`config.mk`:
```
export PLATFORM = sky130hd
export DESIGN_NAME = pll_reconfig_seq
export DESIGN_NICKNAME = d
export VERILOG_FILES = /design/src/rtl/pll_seq_pkg.sv /design/src/rtl/pll_lock_filter.sv /design/src/rtl/pll_reconfig_seq.sv
export SDC_FILE = /design/constraint.sdc
export NUM_CORES = 1
export LEC_CHECK = 0
export CORE_ASPECT_RATIO = 1.25
export CORE_UTILIZATION = 52
export DETAILED_ROUTE_END_ITERATION = 16
export PLACE_DENSITY = 0.9
export SKIP_CTS_REPAIR_TIMING = 1
export SYNTH_ARGS = -nofsm -noshare
export SYNTH_HDL_FRONTEND = slang
export SYNTH_SLANG_ARGS = --single-unit
```
`constraint.sdc`:
```
create_clock -name clk -period 3.4 [get_ports clk]
set_input_delay 1.02 -clock clk [delete_from_list [all_inputs] [get_ports clk]]
set_output_delay 1.02 -clock clk [all_outputs]
set_load 0.02 [all_outputs]
```
`src/rtl/pll_seq_pkg.sv`:
```
// Shared types and helpers for the PLL reconfiguration sequencer.
//   pll_state_t : sequencer FSM states
//   sel_code_t  : 6-bit PLL divider select code (IDSEL/FBDSEL/ODSEL)
//   cnt_w()     : width of a counter that must hold values 0..limit
//   LOSS_CNT_W  : width of the saturating lock-loss counter
package pll_seq_pkg;

    typedef enum logic [2:0] {
        ST_HOLD,
        ST_WAIT_LOCK,
        ST_STABLE,
        ST_RELEASE,
        ST_RUN,
        ST_FAIL
    } pll_state_t;

    typedef logic [5:0] sel_code_t;

    localparam int unsigned LOSS_CNT_W = 8;

    function automatic int unsigned cnt_w(input int unsigned limit);
        return (limit < 1) ? 1 : $clog2(limit + 1);
    endfunction

endpackage

```
`src/rtl/pll_lock_filter.sv`:
```
// Lock qualifier: 2-FF synchroniser on the asynchronous PLL lock plus a
// counter of consecutive synchronised-high cycles.
//   clk, rst_n  : clock, asynchronous active-low reset
//   lock_async  : raw PLL lock (asynchronous to clk)
//   clear       : forces the consecutive-high count to zero
//   lock_s      : synchronised lock
//   stable_done : high on the STABLE_CYC-th consecutive lock_s=1 cycle
module pll_lock_filter
    import pll_seq_pkg::*;
#(
    parameter int unsigned STABLE_CYC = 1024
) (
    input  logic clk,
    input  logic rst_n,
    input  logic lock_async,
    input  logic clear,
    output logic lock_s,
    output logic stable_done
);

    localparam int unsigned W = cnt_w(STABLE_CYC);
    localparam logic [W-1:0] LAST = W'(STABLE_CYC - 1);

    logic         lock_meta;
    logic [W-1:0] run_cnt;

    always_ff @(posedge clk or negedge rst_n) begin
        if (!rst_n) begin
            lock_meta <= 1'b0;
            lock_s    <= 1'b0;
        end else begin
            lock_meta <= lock_async;
            lock_s    <= lock_meta;
        end
    end

    // run_cnt holds the number of earlier consecutive high cycles, so the
    // current cycle completes the run when run_cnt == STABLE_CYC-1.
    always_ff @(posedge clk or negedge rst_n) begin
        if (!rst_n) begin
            run_cnt <= '0;
        end else if (clear || !lock_s) begin
            run_cnt <= '0;
        end else if (run_cnt != LAST) begin
            run_cnt <= run_cnt + W'(1);
        end
    end

    assign stable_done = lock_s && (run_cnt == LAST);

endmodule

```
`src/rtl/pll_reconfig_seq.sv`:
```
// PLL control sequencer on the free-running reference clock.
// Holds the PLL in reset, waits for a qualified lock (with timeout and
// retries), releases downstream resets in staggered order, supervises lock
// in RUN, and accepts runtime divider reconfiguration via valid/ready.
//   clk, rst_n                  : sole clock, asynchronous active-low reset
//   cfg_valid/cfg_ready         : reconfiguration handshake
//   cfg_idsel/fbdsel/odsel      : requested divider codes
//   pll_lock                    : raw PLL lock input
//   pll_reset                   : PLL reset, active high
//   pll_idsel/fbdsel/odsel      : registered divider codes to the PLL
//   rst_out_n                   : downstream active-low resets
//   locked, busy, err_timeout   : status
//   retry_cnt                   : failed attempts in the current sequence
//   lock_loss_cnt               : saturating count of lock losses in RUN
module pll_reconfig_seq
    import pll_seq_pkg::*;
#(
    parameter int unsigned NUM_RST          = 4,
    parameter int unsigned RST_HOLD_CYC     = 16,
    parameter int unsigned LOCK_STABLE_CYC  = 1024,
    parameter int unsigned LOCK_TIMEOUT_CYC = 65536,
    parameter int unsigned MAX_RETRY        = 3,
    parameter int unsigned STAGGER_CYC      = 16,
    parameter sel_code_t   DEF_IDSEL        = 6'd0,
    parameter sel_code_t   DEF_FBDSEL       = 6'd0,
    parameter sel_code_t   DEF_ODSEL        = 6'd0
) (
    input  logic                          clk,
    input  logic                          rst_n,
    input  logic                          cfg_valid,
    output logic                          cfg_ready,
    input  logic [5:0]                    cfg_idsel,
    input  logic [5:0]                    cfg_fbdsel,
    input  logic [5:0]                    cfg_odsel,
    input  logic                          pll_lock,
    output logic                          pll_reset,
    output logic [5:0]                    pll_idsel,
    output logic [5:0]                    pll_fbdsel,
    output logic [5:0]                    pll_odsel,
    output logic [NUM_RST-1:0]            rst_out_n,
    output logic                          locked,
    output logic                          busy,
    output logic                          err_timeout,
    output logic [cnt_w(MAX_RETRY)-1:0]   retry_cnt,
    output logic [LOSS_CNT_W-1:0]         lock_loss_cnt
);

    localparam int unsigned REL_LAST = (NUM_RST - 1) * STAGGER_CYC;
    localparam int unsigned MAX_A    = (RST_HOLD_CYC > LOCK_TIMEOUT_CYC) ? RST_HOLD_CYC : LOCK_TIMEOUT_CYC;
    localparam int unsigned CNT_MAX  = (MAX_A > REL_LAST) ? MAX_A : REL_LAST;
    localparam int unsigned CW       = cnt_w(CNT_MAX);
    localparam int unsigned RW       = cnt_w(MAX_RETRY);

    pll_state_t              state_q, state_d;
    logic [CW-1:0]           cnt_q, cnt_d;
    logic [RW-1:0]           retry_d;
    logic                    err_d;
    logic [LOSS_CNT_W-1:0]   loss_d;
    sel_code_t               idsel_d, fbdsel_d, odsel_d;
    logic                    lock_s, stable_done, filt_clear, hs;

    pll_lock_filter #(
        .STABLE_CYC (LOCK_STABLE_CYC)
    ) u_lock_filter (
        .clk         (clk),
        .rst_n       (rst_n),
        .lock_async  (pll_lock),
        .clear       (filt_clear),
        .lock_s      (lock_s),
        .stable_done (stable_done)
    );

    always_ff @(posedge clk or negedge rst_n) begin
        if (!rst_n) begin
            state_q       <= ST_HOLD;
            cnt_q         <= '0;
            retry_cnt     <= '0;
            err_timeout   <= 1'b0;
            lock_loss_cnt <= '0;
            pll_idsel     <= DEF_IDSEL;
            pll_fbdsel    <= DEF_FBDSEL;
            pll_odsel     <= DEF_ODSEL;
        end else begin
            state_q       <= state_d;
            cnt_q         <= cnt_d;
            retry_cnt     <= retry_d;
            err_timeout   <= err_d;
            lock_loss_cnt <= loss_d;
            pll_idsel     <= idsel_d;
            pll_fbdsel    <= fbdsel_d;
            pll_odsel     <= odsel_d;
        end
    end

    assign cfg_ready = (state_q == ST_RUN) || (state_q == ST_FAIL);
    assign hs        = cfg_valid && cfg_ready;

    always_comb begin
        state_d    = state_q;
        cnt_d      = cnt_q + CW'(1);
        retry_d    = retry_cnt;
        err_d      = err_timeout;
        loss_d     = lock_loss_cnt;
        idsel_d    = pll_idsel;
        fbdsel_d   = pll_fbdsel;
        odsel_d    = pll_odsel;
        filt_clear = 1'b1;
        case (state_q)
            ST_HOLD: begin
                if (cnt_q == CW'(RST_HOLD_CYC - 1)) begin
                    state_d = ST_WAIT_LOCK;
                    cnt_d   = '0;
                end
            end
            // cnt_q is the shared lock-window timer here. A completed
            // stable run wins over the timeout; the timeout wins over a
            // fresh lock, so every attempt ends on a fixed window cycle.
            ST_WAIT_LOCK, ST_STABLE: begin
                filt_clear = 1'b0;
                if ((state_q == ST_STABLE) && stable_done) begin
                    state_d = ST_RELEASE;
                    cnt_d   = '0;
                end else if (cnt_q == CW'(LOCK_TIMEOUT_CYC - 1)) begin
                    cnt_d = '0;
                    if (retry_cnt < RW'(MAX_RETRY)) begin
                        retry_d = retry_cnt + RW'(1);
                        state_d = ST_HOLD;
                    end else begin
                        err_d   = 1'b1;
                        state_d = ST_FAIL;
                    end
                end else begin
                    state_d = lock_s ? ST_STABLE : ST_WAIT_LOCK;
                end
            end
            ST_RELEASE: begin
                if (!lock_s) begin
                    state_d = ST_HOLD;
                    cnt_d   = '0;
                end else if (cnt_q == CW'(REL_LAST)) begin
                    state_d = ST_RUN;
                    cnt_d   = '0;
                end
            end
            ST_RUN: begin
                cnt_d = '0;
                if (!lock_s) begin
                    if (lock_loss_cnt != '1) loss_d = lock_loss_cnt + LOSS_CNT_W'(1);
                    retry_d = '0;
                    state_d = ST_HOLD;
                end
            end
            ST_FAIL: begin
                cnt_d = '0;
            end
            default: begin
                state_d = ST_HOLD;
                cnt_d   = '0;
            end
        endcase
        // A handshake overrides a simultaneous lock loss; both lead to the
        // same single HOLD entry, and the loss is still counted above.
        if (hs) begin
            idsel_d  = cfg_idsel;
            fbdsel_d = cfg_fbdsel;
            odsel_d  = cfg_odsel;
            err_d    = 1'b0;
            retry_d  = '0;
            state_d  = ST_HOLD;
            cnt_d    = '0;
        end
    end

    assign pll_reset = (state_q == ST_HOLD) || (state_q == ST_FAIL);
    assign busy      = !cfg_ready;
    assign locked    = (state_q == ST_RUN) && lock_s;

    // Gated with lock_s so a lock drop pulls every reset low in that cycle.
    always_comb begin
        rst_out_n = '0;
        for (int unsigned i = 0; i < NUM_RST; i++) begin
            if (state_q == ST_RELEASE)
                rst_out_n[i] = lock_s && (cnt_q >= CW'(i * STAGGER_CYC));
            else if (state_q == ST_RUN)
                rst_out_n[i] = lock_s;
        end
    end

endmodule

```
==> metrics list <==
- Routability-driven placement finished with a final weighted congestion of 0.879.
- Startpoint of the most critical hold path: u_lock_filter.lock_meta$_DFF_PN0_
- Counting distinct cell types in the post-synthesis netlist gives 38.
- Launch point of the critical path: cnt_q[16]$_DFF_PN0_
- Clock latency on the worst-skew pair: 0.33 ns
- Final setup fails: 0
- Max Clk Rate: 308 MHz
- Number of enable-type register cells in the synthesized netlist: 0
- Cell Area, Placed: 3650 um2
- Count of standard-cell rows: 30
- During I/O placement, the number of pins put on the boundary was 59.
* Starting utilization of the core area: 54.5%
- For the final database, setup skew stands at 0.00728 ns.
- Placeable core area: 5520 um2
- Setup slack on the worst reg-to-reg path comes out at 0.72 ns.
- Actual slew at the worst max-slew pin: 0.559 ns
* Register-to-Register Path Depth: 10
- Clock-pin slew was measured on the worst setup and hold paths at 0.07 ns.
- For the worst setup path, the data required time is 2.38 ns.
* Total buffers and inverters traversed by the critical path: 1
- Worst slack on hold paths: 0.364 ns
- Net count of the finished layout: 375
* Max Slew Vio Count: 0
* CTS root buffer: clkbuf_8
- Die span in x: 70.0 um
- The final hold violation count was 0.
* Synthesis Warnings: 0
- Dividing the final minimum period by the clock period gives 95.5%.
- For the worst setup path, the data arrival time is 2.23 ns.
* Maximum number of pins on one net before global-route repair: 30
* Leading cell type in the layout, fill and taps excluded: dfrtp_1
* Number of global-route vias before repair: 2435
- The cell family contributing the most delay on the critical path is simple AND/OR/NAND/NOR gates.
- Met3 Track Usage GR: 3.82%
* Register bit total from synthesis: 62
- Met1 routing resource usage after global routing: 25.0%
* WL final: 6.09 mm
* Deepest clock path buffer count: 2
- Minimum period implied by the final worst setup slack: 3.25 ns
- CTS tree: done
- The most used flip-flop cell after synthesis is dfrtp_1.
- Dividing total power by cell area gives a power density of 640 nW/um2.
- Summing every instance area after synthesis gives 3010 um2.
- Start-to-end type of the worst setup path: reg2out
- For hold timing, the worst endpoint is u_lock_filter.lock_s$_DFF_PN0_.
* Maximum fanout along the worst path: 4
* Via count: 2318
- Number of filler cells placed in the layout: 421
- Category of the worst setup path capture point: output pin
* Most Crowded Layer GR: met2
- The wire-length estimate of the detail-placed layout is 4.52 mm.
* Cell breakdown of the critical path: nor4_1 -> and3_1 -> nor2b_1 -> a21oi_1 -> clkdlybuf4s50_1
* Status: complete, no violations
- Count of TritonRoute iterations in the first routing pass: 4
* Startpoint of the worst-slack reg-to-reg timing path: cnt_q[0]$_DFF_PN0_
- In this run the critical register-to-register path is captured at cnt_q[7]$_DFF_PN0_.
- The design draws 0.00244 W.
- Slowest cell on the critical path: clkdlybuf4s50_1
- Measured along the y axis, the die boundary spans 87.0 um.
- Share of the core filled with cells in the final layout: 69.0%
- Global-route track usage on met2: 40.5%
- Using the TritonRoute via totals, the vias-per-cell ratio works out to 5.61.
- The finished cells cover 3810 um2.
- Number of max-capacitance violations reported: 0
- The repair_antennas step left the layout with diodes totalling 0.
- The top cell types in the final layout, fill and taps aside, are dfrtp_1 (62), clkdlybuf4s50_1 (57), nor2_1 (39).
* Number of instances in the synthesized netlist: 280
- Worst ir drop on vdd: 0.000395 V
- Summed over all failing endpoints, the final setup total negative slack is 0 ns.
* H-tree Lvls: 3
- All-Layer GR Usage: 22.0%
- Worst slew margin relative to its limit: 62.7%
- The detail route stage leaves a number of antenna-violating nets equal to 0.
* Mean instance size in the synthesized netlist: 10.7 um2
* DRC errors left: 0
- For this run, the slowest stage of the critical path takes 0.55 ns.
- Sequential elements use 51.6% of the synthesized area.
- Net count after synthesis: 310
* Worst Setup Start Kind: flip-flop
- Initial antenna violation count: 0
- Compared with the post-synthesis result, the final layout area differs by 26.6%.
* Class of the most critical hold timing path: reg2reg
- The die covers 6090 um2.
* Proportion of synthesized flip-flops having asynchronous set or reset: 100%
- The first global-routing pass estimated 10.5 mm of wire.
* Clock sink total: 62
* Num CTS Buffers: 9
- RSZ-0062 raised after global routing: false
* First-iteration detailed-routing DRC count: 106
* Static power due to leakage: 1.70 nW
* Port Buffer Count: 58
* WL/cell: 14.7 um
- Congestion Overflow GR: 0
- Of the cells placed in the final design, the portion with a size suffix greater than 1 is 12.9%.
- The worst hold path was traced through 0 stages.
-- through the flow --
step           setup slack [ns]  cells
2_1_floorplan             0.666    280
3_3_place_gp              0.586    398
3_5_place_dp              0.544    398
4_1_cts                   0.152    413
5_1_grt                  0.0201    413
6_report                  0.152    413
-- synthesized netlist by cell type (5+ instances only) --
library cell / n / area [um2]
nand4_1: 10 / 62.6
mux2_2: 20 / 225
nand2_1: 14 / 52.6
xor2_1: 17 / 149
ha_1: 8 / 100
nand3_1: 12 / 60.1
nor3_1: 6 / 30.0
and3_1: 6 / 37.5
nor2b_1: 5 / 31.3
xnor2_1: 14 / 123
dfrtp_1: 62 / 1550
inv_1: 14 / 52.6
a21oi_1: 10 / 50.1
nor2_1: 39 / 146
buf_2: 5 / 25.0
-- per-layer routing --
layer | share of wire, % | wire length, um
met5 | 0 | 0
met4 | 1.2 | 76
met3 | 4.5 | 274
met2 | 53 | 3230
met1 | 41 | 2510
-- final cells by class --
cell class,count,area [um2],area share (%)
clock buffers,10,128,3.35
clock inverters,5,27.5,0.723
inverters,14,52.6,1.38
multi-input cells,195,1360,35.6
flip-flops and latches,62,1550,40.7
well taps,64,80.1,2.10
repair buffers,63,613,16.1
-- worst register-to-register path: stages, from the launching register on --
cell and delay (ns):
dfrtp_1 0.42, ha_1 0.22, nand3_1 0.21, nor4_1 0.28, buf_4 0.18, and3_1 0.24, ha_1 0.20, inv_1 0.10
a211oi_4 0.43, buf_4 0.24, nor2_1 0.06
-- registers in the layout, indices dropped and copies added, names as in the netlist --
name / cells
pll_fbdsel: 6
u_lock_filter.run_cnt: 11
cnt_q: 17
u_lock_filter.lock_s: 1
state_q: 3
lock_loss_cnt: 8
retry_cnt: 2
pll_odsel: 6
err_timeout: 1
pll_idsel: 6
u_lock_filter.lock_meta: 1
-- power by group --
group	switching, W	internal, W	total [W]
clock	0.000276	0.000255	0.000531
sequential	0.000132	0.000884	0.00102
combinational	0.000465	0.000426	0.000891
total	0.000873	0.00156	0.00244
-- cell families after synthesis --
| group | share of synthesized area [%] |
|---|---|
| and+or+nand+nor | 17.9 |
| DFF | 51.6 |
| adders and majority gates | 3.33 |
| muxes | 7.82 |
| AOI/OAI and AO/OA | 7.03 |
| buffers and inverters | 3.33 |
| xor gates and xnor gates | 9.03 |
-- how the worst max path moves through the flow --
stage,to,slack (ns),depth (start not counted)
2_1_floorplan,rst_out_n[1],0.67,4
3_3_place_gp,rst_out_n[2],0.59,5
3_5_place_dp,rst_out_n[3],0.54,5
4_1_cts,rst_out_n[3],0.15,5
5_1_grt,rst_out_n[3],0.02,5
6_report,rst_out_n[3],0.15,5
Power figures use the tool's default switching activity.
